[src/rtl/conv_sequencer.sv]
// Frame sequencer for the 2-D convolver: kernel load, pixel streaming
// into a 3-row circular buffer, bit-serial MAC per 3x3 window, result handshake.
//
// Ports:
//   Phi1, Reset_b_s1                 clock, synchronous active-low reset
//   Start_s1                         begin a frame (honoured in IDLE/DONE)
//   Pixel_Valid_s1 / Input_Ready_s1  kernel word / pixel handshake
//   Kernel_en_s1, Word_Sel_s1        kernel word latch strobe and one-hot word line
//   Write_Mem_s1, Row_Ptr_s1,
//   Col_s1, Row_s1                   row-buffer write strobe and position
//   Reset_Shift_s1, Shift_Right_s1,
//   No_Shift_s1, Bit_Sel_s1          datapath control (exactly one shift control high)
//   Output_Ready_s1 / Output_Ack_s1  result handshake
//   Busy_s1, Done_s1                 frame status
module conv_sequencer #(
    parameter int IMG_W      = 16,
    parameter int IMG_H      = 16,
    parameter int MAC_CYCLES = 8
) (
    input  logic       Phi1,
    input  logic       Reset_b_s1,
    input  logic       Start_s1,
    input  logic       Pixel_Valid_s1,
    output logic       Input_Ready_s1,
    output logic       Kernel_en_s1,
    output logic [8:0] Word_Sel_s1,
    output logic       Write_Mem_s1,
    output logic [1:0] Row_Ptr_s1,
    output logic [7:0] Col_s1,
    output logic [7:0] Row_s1,
    output logic       Reset_Shift_s1,
    output logic       Shift_Right_s1,
    output logic       No_Shift_s1,
    output logic [2:0] Bit_Sel_s1,
    output logic       Output_Ready_s1,
    input  logic       Output_Ack_s1,
    output logic       Busy_s1,
    output logic       Done_s1
);

    localparam int CW = $clog2(MAC_CYCLES + 1);

    localparam logic [2:0] S_IDLE    = 3'd0;
    localparam logic [2:0] S_LOAD_K  = 3'd1;
    localparam logic [2:0] S_STREAM  = 3'd2;
    localparam logic [2:0] S_COMPUTE = 3'd3;
    localparam logic [2:0] S_OUT     = 3'd4;
    localparam logic [2:0] S_DONE    = 3'd5;

    localparam logic [7:0]    COL_LAST = 8'(IMG_W - 1);
    localparam logic [7:0]    ROW_LAST = 8'(IMG_H - 1);
    localparam logic [CW-1:0] CNT_LAST = CW'(MAC_CYCLES);

    logic [2:0]    state_q, state_d;
    logic [3:0]    k_q, k_d;
    logic [7:0]    row_q, row_d;
    logic [7:0]    col_q, col_d;
    logic [1:0]    rptr_q, rptr_d;
    logic [CW-1:0] cnt_q, cnt_d;

    logic       accept;
    logic       window;
    logic       last_pix;
    logic [7:0] col_nx;
    logic [7:0] row_nx;
    logic [1:0] rptr_nx;

    assign Input_Ready_s1 = (state_q == S_LOAD_K) || (state_q == S_STREAM);
    assign accept         = Pixel_Valid_s1 & Input_Ready_s1;
    // A pixel at row>=2, col>=2 is the bottom-right of a complete 3x3 window.
    assign window         = (row_q >= 8'd2) && (col_q >= 8'd2);
    assign last_pix       = (row_q == ROW_LAST) && (col_q == COL_LAST);

    // Raster advance; the row slot follows the image row modulo 3.
    always_comb begin
        col_nx  = col_q + 8'd1;
        row_nx  = row_q;
        rptr_nx = rptr_q;
        if (col_q == COL_LAST) begin
            col_nx  = 8'd0;
            row_nx  = row_q + 8'd1;
            rptr_nx = (rptr_q == 2'd2) ? 2'd0 : rptr_q + 2'd1;
        end
    end

    always_comb begin
        state_d = state_q;
        k_d     = k_q;
        row_d   = row_q;
        col_d   = col_q;
        rptr_d  = rptr_q;
        cnt_d   = cnt_q;
        case (state_q)
            S_IDLE, S_DONE: begin
                if (Start_s1) begin
                    state_d = S_LOAD_K;
                    k_d     = 4'd0;
                    row_d   = 8'd0;
                    col_d   = 8'd0;
                    rptr_d  = 2'd0;
                end
            end
            S_LOAD_K: begin
                if (accept) begin
                    if (k_q == 4'd8) begin
                        state_d = S_STREAM;
                        k_d     = 4'd0;
                        row_d   = 8'd0;
                        col_d   = 8'd0;
                        rptr_d  = 2'd0;
                    end else begin
                        k_d = k_q + 4'd1;
                    end
                end
            end
            S_STREAM: begin
                if (accept) begin
                    if (window) begin
                        state_d = S_COMPUTE;
                        cnt_d   = '0;
                    end else begin
                        col_d  = col_nx;
                        row_d  = row_nx;
                        rptr_d = rptr_nx;
                    end
                end
            end
            S_COMPUTE: begin
                if (cnt_q == CNT_LAST) begin
                    state_d = S_OUT;
                    cnt_d   = '0;
                end else begin
                    cnt_d = cnt_q + CW'(1);
                end
            end
            S_OUT: begin
                if (Output_Ack_s1) begin
                    if (last_pix) begin
                        state_d = S_DONE;
                    end else begin
                        state_d = S_STREAM;
                        col_d   = col_nx;
                        row_d   = row_nx;
                        rptr_d  = rptr_nx;
                    end
                end
            end
            default: state_d = S_IDLE;
        endcase
    end

    always_ff @(posedge Phi1) begin
        if (!Reset_b_s1) begin
            state_q <= S_IDLE;
            k_q     <= 4'd0;
            row_q   <= 8'd0;
            col_q   <= 8'd0;
            rptr_q  <= 2'd0;
            cnt_q   <= '0;
        end else begin
            state_q <= state_d;
            k_q     <= k_d;
            row_q   <= row_d;
            col_q   <= col_d;
            rptr_q  <= rptr_d;
            cnt_q   <= cnt_d;
        end
    end

    assign Kernel_en_s1    = accept && (state_q == S_LOAD_K);
    assign Word_Sel_s1     = (state_q == S_LOAD_K) ? (9'd1 << k_q) : 9'd0;
    assign Write_Mem_s1    = accept && (state_q == S_STREAM);
    assign Row_Ptr_s1      = rptr_q;
    assign Col_s1          = col_q;
    assign Row_s1          = row_q;
    // Counter 0 clears the accumulator; 1..MAC_CYCLES feed bits LSB first.
    assign Reset_Shift_s1  = (state_q == S_COMPUTE) && (cnt_q == '0);
    assign Shift_Right_s1  = (state_q == S_COMPUTE) && (cnt_q != '0);
    assign No_Shift_s1     = !(Reset_Shift_s1 || Shift_Right_s1);
    assign Bit_Sel_s1      = Shift_Right_s1 ? 3'(cnt_q - CW'(1)) : 3'd0;
    assign Output_Ready_s1 = (state_q == S_OUT);
    assign Busy_s1         = (state_q != S_IDLE) && (state_q != S_DONE);
    assign Done_s1         = (state_q == S_DONE);

endmodule

[config.mk]
export PLATFORM = sky130hd
export DESIGN_NAME = conv_sequencer
export DESIGN_NICKNAME = d
export VERILOG_FILES = /design/src/rtl/conv_sequencer.sv
export SDC_FILE = /design/constraint.sdc
export NUM_CORES = 1
export LEC_CHECK = 0
export CAP_MARGIN = 30
export CORE_MARGIN = 2
export CORE_UTILIZATION = 40
export DETAILED_ROUTE_END_ITERATION = 16
export PLACE_DENSITY = 0.77
export SLEW_MARGIN = 20
export SYNTH_ARGS = -nofsm -noshare
export SYNTH_HDL_FRONTEND = slang
export SYNTH_SLANG_ARGS = --single-unit
[constraint.sdc]
create_clock -name Phi1 -period 2 [get_ports Phi1]
set_input_delay 0.6 -clock Phi1 [delete_from_list [all_inputs] [get_ports Phi1]]
set_output_delay 0.6 -clock Phi1 [all_outputs]
set_load 0.02 [all_outputs]
; ---- Word level (Yosys, flattened, before mapping)
; Cells that the tools add are included.
[totals]
ff_bits = 29
latch_bits = 0
mem_bits_rw = 0
rom_bits = 0
in_bits = 5
elab_cells = 102
n_memories = 0
[op_classes]
addsub = 6
multipliers = 0
n_div = 0
n_lt_le_gt_ge = 2
n_eq_ne = 20
shifts = 1
n_mux = 44
bitwise_logic = 1
n_reduce_logical = 22
[op_table]
columns = cell, count
row1 = two-way mux 8 bit, 13
row2 = one-hot mux 8 bit (4 select lines), 2
row3 = two-way mux 3 bit, 9
row4 = two-way mux 4 bit, 6
row5 = two-way mux 2 bit, 9
row6 = "adder 8 x 1 -> 8 bit, second input constant", 2
row7 = "== test 8 x 4 -> 1 bit, second input constant", 2
row8 = ">= comparator 8 x 2 -> 1 bit, second input constant", 2
row9 = one-hot mux 4 bit (2 select lines), 2
row10 = one-hot mux 3 bit (5 select lines), 1
row11 = "!= test 2 bit, second input constant", 7
row12 = two-way mux 9 bit, 1
row13 = "left shift 1 x 4 -> 9 bit, first input constant", 1
row14 = "adder 4 x 1 -> 4 bit, second input constant", 2
row15 = "== test 4 bit, second input constant", 2
row16 = one-hot mux 2 bit (4 select lines), 1
row17 = AND reduction 8 bit, 1
row18 = nonzero test 4 bit, 2
row19 = logical AND 1 bit, 7
row20 = AND reduction 7 bit, 1
row21 = "== test 3 x 2 -> 1 bit, second input constant", 2
row22 = "== test 3 bit, second input constant", 2
row23 = AND reduction 3 bit, 2
row24 = zero test 4 bit, 1
row25 = other kinds (13), 16

; ---- Depth between registers and ports, before layout
[logic_depth]
ltp_word = 6
mapped_depth = 8

; ---- Worst setup path after synthesis
; Ideal clock, no wire load.
[synth_timing]
path_type = register to register
startpoint = register col_q[0], in the netlist Col_s1[0]
endpoint = register row_q[6], in the netlist Row_s1[6]
setup_time_ps = 118
arrival_time_ps = 1997
path_slack_ps = -115
stages_incl_launch_ff = 8
period_less_slack_ps = 2115
path_cell_list = dfxtp_1 -> inv_1 -> ha_1 -> nor4_1 -> nand2_4 -> and3_4 -> or4_1 -> mux2i_1
[synth_via]
elab_chain_cells = 5
word_cells_on_any_way = 13
[synth_lines]
columns = element, line
row1 = start: declaration, 57  ; logic [7:0] col_q, col_d;
row2 = start signal: assignment, 164  ; col_q <= col_d;
row3 = "parallel branches: the longest is 5 deep, another holds >= comparator 8 x 2 -> 1 bit", --
row4 = end signal: assignment, 163  ; row_q <= row_d;
row5 = end: declaration, 56  ; logic [7:0] row_q, row_d;
; Parallel ways; which one is timed is not known. The select of a mux whose other input is x is not followed.
; A chain may end at the register's enable or synchronous reset.

; ---- Worst setup path in the final report
[layout_timing]
startpoint = register cnt_q[1]
endpoint = output Bit_Sel_s1[0]
[layout_via]
elab_chain_cells = 3
[layout_lines]
columns = element, line
row1 = start: declaration, 59  ; logic [CW-1:0] cnt_q, cnt_d;
row2 = start signal: assignment, 166  ; cnt_q <= cnt_d;
row3 = nonzero test 4 bit, 178  ; assign Shift_Right_s1 = (state_q == S_COMPUTE) && (cnt_q != '0);
row4 = logical AND 1 bit, 178
row5 = two-way mux 3 bit, 180  ; assign Bit_Sel_s1 = Shift_Right_s1 ? 3'(cnt_q - CW'(1)) : 3'd0;
row6 = end: declaration, 34  ; output logic [2:0] Bit_Sel_s1,
; No other way between the ends.

==> run_results.csv <==
group,metric,value,unit
outcome,status,"finished with violations",
outcome,violations,"setup timing",
cells_and_area,n_fill_cell,378,
timing,setup-violations-final,23,
cells_and_area,stdcell_count,438,
synth,synth_warnings,0,
setup_path,worstSetupEndpointType,"output port",
place,hpwl,4380,um
power,vdd_drop_max,0.699,mV
cells_and_area,final_layout_size_suffix_gt1_share,45.7,%
floorplan,coreArea,0.00511,mm2
setup_path,cp_max_fo,4,
synth,synth_area,0.00211,mm2
clock_tree,clkLatencyLatePin,0.29,ns
synth,synth-seq-cells,29,
detailed_routing,wl_per_cell,16.8,um
grt,grt_max_degree,26,
job,max-cap-violations,0,
place,dp_cells,419,
clock_tree,cts.path.max_buffers,2,
grt,grt_pass1_vias,2278,
grt,gr-usage-all-layers,22.7,%
timing,skew,0.00899,ns
detailed_routing,ant_nets,0,
floorplan,dieArea,0.00588,mm2
setup_path,worst_setup_path_start_kind,"register",
setup_path,critPathBufInv,2,
clock_tree,clockRootBuffer,"clkbuf_8",
synth,avgSynthCellArea,8.29,um2
power,power_density,1030,mW/mm2
cells_and_area,diodes,0,
timing,fin_crit,2.12,ns
detailed_routing,drt-initial-drc-count,220,
floorplan,rows,26,
timing,fin_crit_sh,106,%
setup_path,critical_path_required,1.40,ns
cells_and_area,final_util,70.6,%
timing,max-slew-margin-rel,71.8,%
timing,tightest_slew,0.421,ns
place,dpl_cell_area,0.00306,mm2
timing,fin_ws,-0.124,ns
detailed_routing,wirelength,7380,um
setup_path,cpPeakStageDelay,0.40,ns
cells_and_area,area_growth,70.4,%
timing,hold_viol,0,
detailed_routing,first_pass_iters,4,
floorplan,die_y,76.7,um
grt,grt_pass1_wl,10800,um
cells_and_area,final_nets,385,
synth,ys_seq_area_share,27.5,%
timing,whs,0.487,ns
clock_tree,clk_pin_slew,0.07,ns
floorplan,initial_utilization,41.4,%
timing,fmax,471,MHz
place,io_buffer_count,43,
synth,ys.flop_type,"dfxtp_1",
setup_path,crit_arrival,1.52,ns
clock_tree,cts_hold_buf,0,
grt,gr-total-overflow,0,
synth,synthCells,255,
grt,grt_antenna_before_repair,0,
synth,yosysUniqueCellTypes,59,
detailed_routing,routed_via_density,5.66,
synth,synth_edf_count,0,
clock_tree,clock-sinks,29,
clock_tree,h-tree-depth,2,
place,gp_routability_congestion,0.856,
power,power.leakage,0.00170,uW
clock_tree,tritoncts,"yes",
power,p_total,3710,uW
floorplan,io_pins,44,
timing,rsz0062_at_grt,"yes",
setup_path,crit_slowest_cell,"or3b_4",
setup_path,crit_family,"simple AND/OR/NAND/NOR gates",
hold_path,hp-class,"register to register",
clock_tree,cts_buffers,5,
cells_and_area,design_area,0.00360,mm2
timing,drv_slew,0,
setup_path,critPathKind,"register to output port",
synth,syn_nets,273,
detailed_routing,drc_errors,0,
floorplan,fp.dieW,76.7,um
detailed_routing,vias,2480,
setup_path,crit_chain,"inv_2 > ha_4 > or3b_4 > nand3_4 > nor2_2 > buf_6",
synth,synth-async-reset-ratio,0,%
## worst reg2reg max path, stage by stage (launching register included)
cell	delay, ns
dfxtp_2	0.33
buf_8	0.18
nor3b_2	0.19
buf_4	0.15
a32oi_2	0.20
buf_4	0.17
nand2_2	0.09
or4_1	0.55
mux2i_1	0.14
## through the flow
step | setup TNS [ns] | setup WS, ns
6_report | -1.74 | -0.124
5_1_grt | -3.18 | -0.190
4_1_cts | -1.31 | -0.116
3_5_place_dp | -17.52 | -0.674
3_3_place_gp | -15.85 | -0.600
2_1_floorplan | -0.111 | -0.0380
## layer usage
metal / wire length (um) / vias to the layer above / global-route usage, %
li1: - / 1171 / -
met1: 2990 / 1193 / 27.1
met2: 3750 / 90 / 38.1
met3: 385 / 26 / 6.47
met4: 255 / 0 / 9.45
met5: 0 / - / 0
## what timing repair did
| item | 4_1_cts | 5_1_grt |
|---|---|---|
| setup endpoints to repair | 48 | 52 |
| pin swaps | 13 | 8 |
| setup buffers | 7 | 4 |
| resized for setup | 166 | 44 |
## flip-flops by register name, indices dropped and copies added (netlist names)
signal / cells
Col_s1: 8
Row_Ptr_s1: 2
Row_s1: 8
cnt_q: 4
k_q: 4
state_q: 3
## path summary, 6_finish.rpt
check                                   from                         end  slack, ns  cells after the start
hold / removal    Row_Ptr_s1[1]$_SDFFE_PN0P_  Row_Ptr_s1[1]$_SDFFE_PN0P_       0.49                      2
setup / recovery       cnt_q[1]$_SDFFE_PN0P_               Bit_Sel_s1[0]      -0.12                      6
setup reg to reg     state_q[0]$_SDFFE_PN0P_      Row_s1[6]$_SDFFE_PN0P_      -0.09                      8
hold reg to reg   Row_Ptr_s1[1]$_SDFFE_PN0P_  Row_Ptr_s1[1]$_SDFFE_PN0P_       0.49                      2
## cells by family (layout without fill, tap and decap cells)
family          Yosys count  after routing  share of synthesized area (%)
fa+ha+maj                13             13                           7.69
xor+xnor                  3              3                           1.24
compound gates           47             47                           17.9
mux                      12             12                           5.68
buf+inv                  23            136                           4.97
simple gates            128            128                           35.1
flops                    29             29                           27.5
## cells in the final DEF (no fill, tap or decap), drive strengths merged, types with 8 or more instances in the layout
cell	count
mux2i	12
nand3	13
clkbuf	9
dfxtp	29
ha	13
inv	13
nand2b	8
and3	10
and2	10
nand2	27
o21ai	8
dlymetal6s2s	10
nor2	20
a21oi	8
buf	90
## cell usage after synthesis, drive strengths merged, types with 2 or more instances
cell type / instances / share of area [%]
or3: 2 / 0.59
o31ai: 3 / 1.1
o21ai: 8 / 1.9
a31oi: 3 / 0.89
and3: 10 / 3.2
o211a: 2 / 0.95
nand2: 27 / 5.3
a21oi: 8 / 1.9
or2b: 2 / 0.71
and4: 2 / 0.83
nand2b: 8 / 2.5
buf: 6 / 2.0
clkbuf: 4 / 0.71
o311ai: 6 / 3.3
o22ai: 3 / 0.89
nor4: 6 / 2.8
nand4: 6 / 2.1
a211oi: 2 / 0.95
and2: 10 / 3.0
or4: 5 / 1.8
dfxtp: 29 / 27
nand3: 13 / 3.1
ha: 13 / 7.7
nor3: 5 / 1.4
nor2: 20 / 3.6
nand4b: 4 / 1.7
mux2i: 12 / 5.7
nor2b: 2 / 0.59
inv: 13 / 2.3
nand3b: 3 / 1.1
xnor2: 3 / 1.2
## final cells by class
class | count | area [um2] | area share, %
multi-input combinational | 203 | 1730 | 48.0
clock buffer | 7 | 96.3 | 2.67
inverter | 13 | 48.8 | 1.35
tap | 70 | 87.6 | 2.43
clock inverter | 1 | 5.00 | 0.139
sequential | 29 | 589 | 16.4
timing repair buffer | 115 | 1050 | 29.1
## report_power, final
part           internal (uW)  total (uW)  switching, uW
Combinational           1160        2410           1250
Clock                    311         554            243
Sequential               660         743           83.5
Total                   2130        3710           1570
No activity file was read; power rests on OpenSTA's default activity.
